==> src/rtl/ifu_fetch.sv <==
// ifu_fetch: sequential instruction fetch with a credit-limited FIFO toward idu,
// handling alu redirects/flushes and WFI sleep.
module ifu_fetch #(
    parameter int          DEPTH    = 2,
    parameter logic [31:0] RESET_PC = 32'h0000_0000,
    parameter logic [31:0] PC_STEP  = 32'd8
) (
    input  logic        clk,
    input  logic        rst,
    input  logic        ifu_start,
    input  logic        ifu_wake,
    output logic        imem_req_vld,
    output logic [31:0] imem_req_addr,
    input  logic [63:0] imem_rsp_data,
    input  logic        idu_ifu_rdy,
    input  logic        idu_ifu_wfi,
    input  logic        alu_idu_flush_vld,
    input  logic [31:0] alu_ifu_redirect_pc,
    output logic        ifu_idu_vld,
    output logic [63:0] ifu_idu_ins,
    output logic [31:0] ifu_idu_pc,
    output logic        ifu_busy
);
    localparam int AW = $clog2(DEPTH);
    localparam logic [1:0] S_IDLE = 2'd0, S_RUN = 2'd1, S_WFI = 2'd2;
    logic [1:0]    state, state_nxt;
    logic [31:0]   fetch_pc, rsp_pc;
    logic          inflight, kill;
    logic [63:0]   ins_q [DEPTH];
    logic [31:0]   pc_q [DEPTH];
    logic [AW-1:0] rd_ptr, wr_ptr;
    logic [AW:0]   cnt;
    logic [AW+1:0] occ;
    logic          run, empty, flush, pop, push;
    assign run   = state == S_RUN;
    assign empty = cnt == '0;
    assign flush = alu_idu_flush_vld;
    assign ifu_idu_vld = run & ~empty;
    assign pop   = ifu_idu_vld & idu_ifu_rdy & ~flush;
    assign push  = inflight & ~kill & ~flush;
    // Credits count both buffered and in-flight entries, so a push always has room.
    assign occ   = {1'b0, cnt} + (AW+2)'(inflight) - (AW+2)'(pop);
    assign imem_req_vld  = run & ~flush & (occ < (AW+2)'(DEPTH));
    assign imem_req_addr = fetch_pc;
    assign ifu_idu_ins   = empty ? '0 : ins_q[rd_ptr];
    assign ifu_idu_pc    = empty ? '0 : pc_q[rd_ptr];
    assign ifu_busy      = state != S_IDLE;
    always_comb begin
        state_nxt = state;
        if (state == S_IDLE && ifu_start) state_nxt = S_RUN;
        else if (run && idu_ifu_wfi && !flush) state_nxt = S_WFI;
        else if (state == S_WFI && ifu_wake) state_nxt = S_RUN;
    end
    always_ff @(posedge clk) begin
        if (rst) begin
            state    <= S_IDLE;
            fetch_pc <= RESET_PC;
            rsp_pc   <= '0;
            inflight <= 1'b0;
            kill     <= 1'b0;
            rd_ptr   <= '0;
            wr_ptr   <= '0;
            cnt      <= '0;
        end else begin
            state    <= state_nxt;
            inflight <= imem_req_vld;
            kill     <= flush & inflight;
            if (imem_req_vld) rsp_pc <= fetch_pc;
            if (flush) begin
                fetch_pc <= alu_ifu_redirect_pc;
                rd_ptr   <= '0;
                wr_ptr   <= '0;
                cnt      <= '0;
            end else begin
                if (imem_req_vld) fetch_pc <= fetch_pc + PC_STEP;
                if (push) wr_ptr <= wr_ptr + AW'(1);
                if (pop) rd_ptr <= rd_ptr + AW'(1);
                cnt <= cnt + (AW+1)'(push) - (AW+1)'(pop);
            end
        end
    end
    always_ff @(posedge clk) begin
        if (!rst && push) begin
            ins_q[wr_ptr] <= imem_rsp_data;
            pc_q[wr_ptr]  <= rsp_pc;
        end
    end
endmodule

==> config.mk <==
export PLATFORM = sky130hd
export DESIGN_NAME = ifu_fetch
export DESIGN_NICKNAME = d
export VERILOG_FILES = /design/src/rtl/ifu_fetch.sv
export SDC_FILE = /design/constraint.sdc
export NUM_CORES = 1
export LEC_CHECK = 0
export CAP_MARGIN = 10
export CORE_MARGIN = 5
export CORE_UTILIZATION = 54
export CTS_BUF_LIST = sky130_fd_sc_hd__clkbuf_4 sky130_fd_sc_hd__clkbuf_8
export DETAILED_ROUTE_END_ITERATION = 16
export PLACE_DENSITY = 0.87
export SKIP_CTS_REPAIR_TIMING = 1
export SYNTH_ARGS = -nofsm -noshare
export SYNTH_HDL_FRONTEND = slang
export SYNTH_SLANG_ARGS = --single-unit
==> constraint.sdc <==
create_clock -name clk -period 25.3 [get_ports clk]
set_input_delay 2.53 -clock clk [delete_from_list [all_inputs] [get_ports clk]]
set_output_delay 2.53 -clock clk [all_outputs]
set_load 0.02 [all_outputs]
Yosys cells after proc, flatten, opt, wreduce, memory -nomap -nowiden
Memory sizes are Yosys's and may differ from the RTL's. A register that Yosys moved wholly into a read port is not among the register bits.
Index checks and enable logic that the tools add are counted.
{"block": "classes", "addsub": 7, "n_lt_le_gt_ge": 1, "eq_ne": 2, "n_mux": 13, "n_bitwise": 11, "reduce_logical": 15}
{"cell": "2-to-1 mux 32 bit", "count": 3}
{"cell": "2-to-1 mux 64 bit", "count": 1}
{"cell": "adder 32 x 4 -> 32 bit, second input constant", "count": 1}
{"cell": "AND 1 bit", "count": 8}
{"cell": "2-to-1 mux 1 bit", "count": 7}
{"cell": "nonzero test 2 bit", "count": 3}
{"cell": "logical AND 1 bit", "count": 5}
{"cell": "logical NOT 2 bit", "count": 2}
{"cell": "2-to-1 mux 2 bit", "count": 2}
{"cell": "OR reduction 2 bit", "count": 2}
{"cell": "adder 2 x 1 -> 3 bit", "count": 1}
{"cell": "< comparator 3 x 2 -> 1 bit, second input constant", "count": 1}
{"cell": "inverter 1 bit", "count": 3}
{"cell": "nonzero test 3 bit", "count": 1}
{"cell": "subtractor 3 x 1 -> 3 bit", "count": 1}
{"cell": "adder 1 bit, second input constant", "count": 2}
{"cell": "adder 2 x 1 -> 2 bit", "count": 1}
{"cell": "equality test 2 x 1 -> 1 bit, second input constant", "count": 1}
{"cell": "equality test 2 bit, second input constant", "count": 1}
{"cell": "logical NOT 1 bit", "count": 2}
{"cell": "subtractor 2 x 1 -> 2 bit", "count": 1}
{"block": "word_totals", "ff_bits": 72, "mem_bits_rw": 192, "input_bits": 103, "output_inout_bits": 131, "elab_cells": 60, "memories": 2}
{"memory": "ins_q", "depth": 2, "word_bits": 64, "rd": 1, "rd_ports_with_merged_regs": 1, "wr": 1, "line_no": "29", "text": "logic [63:0] ins_q [DEPTH];"}
{"memory": "pc_q", "depth": 2, "word_bits": 32, "rd": 1, "rd_ports_with_merged_regs": 1, "wr": 1, "line_no": "30", "text": "logic [31:0] pc_q [DEPTH];"}

Depth between registers and ports, before layout
Gate-level depths: netlist of the first run.
{"block": "depth", "ltp_word": 10, "ltp_mapped": 13, "depth_no_buf": 11}

Worst setup path before layout of the first run
OpenSTA, ideal clock, no wires.
{"block": "synth_path", "path_kind": "input-to-reg", "startpoint": "input alu_idu_flush_vld", "endpoint": "memory ins_q[1][0], enable pin", "setup_time_ps": 688, "t_arrival_ps": 9814, "t_required_ps": 24612, "path_slack_ps": 14797, "cell_stages": 3, "path_buffers": 0, "cell_sequence": "inv_1 nand3b_1 nor3b_1"}
{"block": "synth_between", "elab_chain_len": 5}
{"element": "start, declared", "line_no": "17", "text": "input logic alu_idu_flush_vld,"}
{"element": "inverter 1 bit", "line_no": "40", "text": "assign push = inflight & ~kill & ~flush;"}
{"element": "AND 1 bit", "line_no": "40"}
{"element": "logical AND 1 bit", "line_no": "83", "text": "if (!rst && push) begin"}
{"element": "2-to-1 mux 1 bit", "line_no": "83"}
{"element": "2-to-1 mux 1 bit (not written as such)", "line_no": "84", "text": "ins_q[wr_ptr] <= imem_rsp_data;"}
{"element": "end, declared", "line_no": "29"}
No other way between the ends.

Final worst setup path of the first run
{"block": "layout_path", "startpoint": "input alu_idu_flush_vld", "endpoint": "output imem_req_vld"}
{"block": "layout_between", "elab_chain_len": 5, "word_cells_on_any_way": 6, "classes_between": "1 x add/sub; 1 x order compare; 4 x bitwise"}
{"element": "inverter 1 bit", "line_no": "39", "text": "assign pop = ifu_idu_vld & idu_ifu_rdy & ~flush;"}
{"element": "AND 1 bit", "line_no": "39"}
{"element": "named net pop", "line_no": "34", "text": "logic run, empty, flush, pop, push;"}
{"element": "subtractor 3 x 1 -> 3 bit", "line_no": "42", "text": "assign occ = {1'b0, cnt} + (AW+2)'(inflight) - (AW+2)'(pop);"}
{"element": "< comparator 3 x 2 -> 1 bit", "line_no": "43", "text": "assign imem_req_vld = run & ~flush & (occ < (AW+2)'(DEPTH));"}
{"element": "AND 1 bit", "line_no": "43"}
{"element": "end, declared", "line_no": "12", "text": "output logic imem_req_vld,"}
The timed path passes the listed nets, and every way through them passes these cells.

==> results of run 1 <==
[report_power, final]
part	internal (mW)	total, mW	switching (mW)
Clock	0.198	0.354	0.156
Sequential	0.470	0.477	0.00737
Combinational	0.0272	0.0521	0.0249
Total	0.695	0.883	0.188
[registers in the layout, summed over array words and instances, names as in the netlist, named ones only]
signal         flops
ins_q            128
pc_q              64
imem_req_addr     32
rsp_pc            32
cnt                2
state              2
inflight           1
kill               1
rd_ptr             1
wr_ptr             1
[how the worst min path moves through the flow]
stage,startpoint,depth (start not counted),end,slack [ps]
after global routing,rsp_pc[30]$_SDFFE_PP0P_,0,pc_q[1][30]$_DFFE_PP_,470
after global placement,rsp_pc[30]$_SDFFE_PP0P_,0,pc_q[1][30]$_DFFE_PP_,430
after detailed placement,rsp_pc[12]$_SDFFE_PP0P_,0,pc_q[0][12]$_DFFE_PP_,440
final,rsp_pc[12]$_SDFFE_PP0P_,0,pc_q[1][12]$_DFFE_PP_,450
after floorplan,inflight$_SDFF_PP0_,2,kill$_SDFF_PP0_,420
after CTS,rsp_pc[12]$_SDFFE_PP0P_,0,pc_q[1][12]$_DFFE_PP_,460
[cell usage in the layout (no fill, tap or decap), types with 3 or more instances in the layout]
| cell | n |
|---|---|
| a21oi_1 | 59 |
| o22ai_1 | 8 |
| and2_1 | 3 |
| mux2i_1 | 101 |
| inv_1 | 13 |
| o21ai_0 | 11 |
| a31oi_1 | 15 |
| buf_4 | 9 |
| and3_1 | 8 |
| nand2_1 | 87 |
| or3_1 | 3 |
| clkinv_2 | 7 |
| nand3_1 | 8 |
| edfxtp_1 | 192 |
| dfxtp_1 | 72 |
| nor2_1 | 117 |
| o211ai_1 | 3 |
| clkbuf_4 | 12 |
| xnor2_1 | 3 |
| nor3_1 | 13 |
| clkdlybuf4s50_1 | 232 |
| ha_1 | 4 |
| nand4_1 | 17 |
| clkinv_1 | 6 |
| clkbuf_8 | 44 |
| xor2_1 | 9 |
[cell type report]
cell class | count | share of cell area (%)
Clock inverter | 15 | 0.848
Multi-Input combinational cell | 500 | 22.0
Inverter | 13 | 0.352
Timing Repair Buffer | 242 | 17.3
Tap cell | 265 | 2.39
Clock buffer | 56 | 5.01
Sequential cell | 265 | 52.1
[stage by stage]
step | util, % | worst slack, ps | instances | area [µm²]
floorplan | - | 14800 | 828 | 10500
CTS | 71.8 | 16130 | 1356 | 13900
global placement | 67.5 | 16280 | 1285 | 13100
finish | 71.8 | 16110 | 1356 | 13900
detailed placement | 67.5 | 16140 | 1285 | 13100
global route | 71.8 | 15790 | 1356 | 13900
[cell families after synthesis]
group                    count (synthesis)  share of synthesized area [%]
XOR/XNOR                                12                           1.00
adder cells (fa/ha/maj)                  5                          0.667
multiplexers                           102                           9.73
buffers and inverters                   63                           2.37
AND/OR/NAND/NOR                        277                           11.9
AO/OA/AOI/OAI                          104                           5.58
flip-flops                             265                           68.8
[metal layers]
metal / track usage (%) / vias up / routed length [µm]
met3: 5.42 / 44 / 2590
met5: 0 / - / 0
met4: 6.09 / 0 / 489
met2: 34.3 / 357 / 11500
met1: 29.7 / 3496 / 9830
li1: - / 3475 / -
[critical path: stages]
cell	delay, ps
clkdlybuf4s50_1	400
buf_4	280
nor3b_2	350
and3b_1	290
ha_1	250
nand2b_1	160
fa_1	390
xnor2_1	180
nand3_2	860
inv_1	310
clkdlybuf4s50_1	660
==> flow_summary.yaml, run 1 <==
outcome:
  status: "finished clean"
worst_setup_path:
  start_kind: "primary input"
  timing.rr.end: "imem_req_addr[11]$_SDFFE_PP0P_"
  r2r_slack_ps: 20780
  worstSetupPathType: "primary input to primary output"
  critPathMaxFanout: 57
  cp-end-kind: "primary output"
  reg2regPathDepth: 12
  r2r_start: "state[0]$_SDFFE_PP0P_"
  arrival_ps: 6660
  cp.required_ps: 22770
  endpoint: "imem_req_vld"
  cp-startpoint: "alu_idu_flush_vld"
placed_design:
  dp_hpwl_um: 15700
  gp_congestion: 0.814
  portBuffers: 233
clock_network:
  clock_latency_ps: 510
  clock_sinks: 265
  root_buffer: "clkbuf_8"
  cts_tree: "yes"
  h-tree-depth: 2
  cts_inserted_buffers: 41
  clock_path_buffers: 3
  path_clk_slew_ps: 70
final_layout:
  area_growth_pct: 32.0
  fillers: 1241
  drive_gt1_share_pct: 8.07
  nets: 1171
  multi_input_area_um2: 3050
  regArea_um2: 7230
  antenna-diode-count: 0
synthesis:
  ys_warn_count: 0
  synth_seq_cells: 265
  synth_commonest_cells: "edfxtp_1, nor2_1, mux2i_1"
  synth_top_area_share_pct: 54.9
  syn_inst: 828
  syn_nets: 936
  synth_area_um2: 10500
  ys_async_sr_fraction_pct: 0
  synth_edf_count: 192
  yosysTopAreaCell: "edfxtp_1"
  seq_area_frac_synth_pct: 68.8
  synth_area_leaders: "edfxtp_1, dfxtp_1, mux2i_1"
  synth.distinct_cells: 44
  yosysMostFrequentCell: "edfxtp_1"
  synth_area_per_cell_um2: 12.7
  synthFlopType: "edfxtp_1"
floorplan:
  initial_utilization_pct: 54.3
  die_w_um: 149
  ioPinCount: 234
  core_um2: 19300
  die_area_um2: 22300
  row_count: 51
  chipHeight_um: 149
route:
  drcViolationCount: 0
  final_antenna_net_count: 0
  drt_iter0_drc: 477
  vias: 7372
  avgRoutedWirePerCell_um: 18.0
  viasPerCell: 5.44
  wl_um: 24400
  dr.pass1.iters: 5
timing:
  whs_ps: 451
  clock_skew_ps: 16.9
  finalHoldViolCount: 0
  setup_tns_ps: 0
  slew_violations: 0
  worst_slew_pin_slew_ps: 1110
  rsz0062_at_grt: "no"
  fin_crit_ps: 9190
  clock.fmax_mhz: 109
  setup_viol: 0
  maxSlewHeadroom_pct: 25.8
  period_share_pct: 36.3
grt:
  grt_pass1_vias: 7249
  grt_start_max_net_pins: 98
  grt_pass1_wl_um: 38200
  antenna_found_initial: 0
  grt_usage_pct: 21.5
  grt_overflow_total: 0
flow_run:
  maxCapViolations: 0
power:
  vdd_drop_max_v: 0.0000295
  cellLeakagePower_nw: 4.45
  p_per_area_nw_per_um2: 63.7
  finalPower_mw: 0.883
worst_hold_path:
  hold_class: "register to register"
Power figures use the tool's default switching activity.
==> inputs of run 2 (changes only) <==
CORE_UTILIZATION = 52   (was 54)
PLACE_DENSITY = 0.84   (was 0.87)
clock period = 9 ns   (was 25.3 ns; I/O delays follow)
==> run 2 against run 1 <==
Against the previous run:
- critical path depth increased by 1
- utilization decreased by 1.9 points
- worst hold slack improved by 3.6 ps
- register-to-register slack got worse by 16000 ps
- global-route usage decreased by 1.0 points
- cell count increased by 0.88%
- routed wire length increased by 0.65%
- sequential power increased to 2.8 times the previous value
- setup slack got worse by 13000 ps
- highest routed layer unchanged
==> flow_summary.yaml, run 2 (same netlist as run 1, synthesis figures left out) <==
final_layout:
  final_cell_mix: "clkdlybuf4s50_1, edfxtp_1, nor2_1"
  largest_register_ffs: 128
  final_common_cell: "clkdlybuf4s50_1"
  largestRegisters: "ins_q (128), pc_q (64)"
  regMostFlops: "ins_q"
  area_growth_pct: 33.2
  antenna-diode-count: 0
  nets: 1173
  fillers: 1432
  drive_gt1_share_pct: 8.56
grt:
  antenna_found_initial: 0
  grt_overflow_total: 0
  grt_usage_pct: 20.5
  grtUsageMet1_pct: 28.1
  grt_pass1_wl_um: 38800
  grt_use_met2_pct: 32.8
  grt_util_met3_pct: 5.31
  grt.busiest_layer: "met2"
  grt_pass1_vias: 7403
  grt_start_max_net_pins: 98
floorplan:
  ioPinCount: 234
  chipHeight_um: 152
  die_w_um: 152
  initial_utilization_pct: 52.4
  core_um2: 20000
  row_count: 52
  die_area_um2: 23100
power:
  p_per_area_nw_per_um2: 185
  vdd_drop_max_v: 0.0000937
  cellLeakagePower_nw: 4.51
route:
  drcViolationCount: 0
  wl_um: 24500
  vias: 7411
  avgRoutedWirePerCell_um: 17.9
  final_antenna_net_count: 0
  drt_iter0_drc: 408
  viasPerCell: 5.42
  dr.pass1.iters: 5
timing:
  period_share_pct: 69.9
  setup_viol: 0
  finalHoldViolCount: 0
  setup_tns_ps: 0
  whs_ps: 455
  clock.fmax_mhz: 159
  worst_slew_pin_slew_ps: 1070
  fin_crit_ps: 6290
  clock_skew_ps: 10.7
  slew_violations: 0
  maxSlewHeadroom_pct: 28.3
  rsz0062_at_grt: "no"
clock_network:
  clock_sinks: 265
  cts_tree: "yes"
  clock_path_buffers: 3
  cts_inserted_buffers: 43
  root_buffer: "clkbuf_8"
  path_clk_slew_ps: 50
  clock_latency_ps: 510
  h-tree-depth: 2
placed_design:
  portBuffers: 233
  gp_congestion: 0.840
  dp_hpwl_um: 15700
worst_setup_path:
  cp-end-kind: "primary output"
  critPathMaxFanout: 57
  arrival_ps: 5390
  worstSetupPathType: "primary input to primary output"
  start_kind: "primary input"
  cp.required_ps: 8100
flow_run:
  maxCapViolations: 0
worst_hold_path:
  hold_class: "register to register"
outcome:
  status: "finished clean"
-- run 2: power by group --
group	internal [mW]	total [mW]	leakage, nW	switching, mW
logic	0.0763	0.147	1.79	0.0703
registers	1.32	1.34	2.23	0.0207
clock network	0.650	1.09	0.493	0.444
-- run 2: layout make-up --
| cell class | count | area [µm²] | area share [%] |
|---|---|---|---|
| clock buffer | 60 | 744 | 5.32 |
| tap | 270 | 338 | 2.41 |
| inverter | 13 | 48.8 | 0.349 |
| clock inverter | 18 | 181 | 1.30 |
| sequential | 265 | 7230 | 51.7 |
| timing repair buffer | 242 | 2390 | 17.1 |
| multi-input combinational | 500 | 3050 | 21.8 |
-- run 2: through the flow --
stage | total power, mW | std cells | setup slack (ps) | util, % | cell area (µm²)
floorplan | 1.42 | 828 | 127 | - | 10500
global placement | 1.51 | 1290 | 2840 | 65.2 | 13100
detailed placement | 1.51 | 1290 | 2730 | 65.2 | 13100
CTS | 2.61 | 1368 | 2720 | 69.8 | 14000
global route | 2.68 | 1368 | 2410 | 69.8 | 14000
finish | 2.58 | 1368 | 2710 | 69.8 | 14000
-- run 2: path summary, 6_finish.rpt --
path / depth (start not counted) / slack, ps / to / startpoint
worst min-delay path: 0 / 450 / pc_q[0][21]$_DFFE_PP_ / rsp_pc[21]$_SDFFE_PP0P_
worst max-delay path: 12 / 2710 / imem_req_vld / alu_idu_flush_vld
worst min register to register: 0 / 450 / pc_q[0][21]$_DFFE_PP_ / rsp_pc[21]$_SDFFE_PP0P_
worst max register to register: 12 / 4710 / imem_req_addr[20]$_SDFFE_PP0P_ / state[1]$_SDFFE_PP0P_
-- run 2: critical path: stages --
cell and delay, ps:
clkdlybuf4s50_1 400, buf_4 270, nor3b_2 330, and3b_1 290
ha_1 250, nand2b_1 150, fa_1 380, xnor2_1 180
nand3_2 820, inv_1 220, buf_4 450, clkdlybuf4s50_1 710
-- run 2: layer usage --
layer | wire length [µm] | up-vias
li1 | - | 3490
met1 | 10500 | 3502
met2 | 11400 | 376
met3 | 2130 | 43
met4 | 461 | 0
met5 | 0 | -
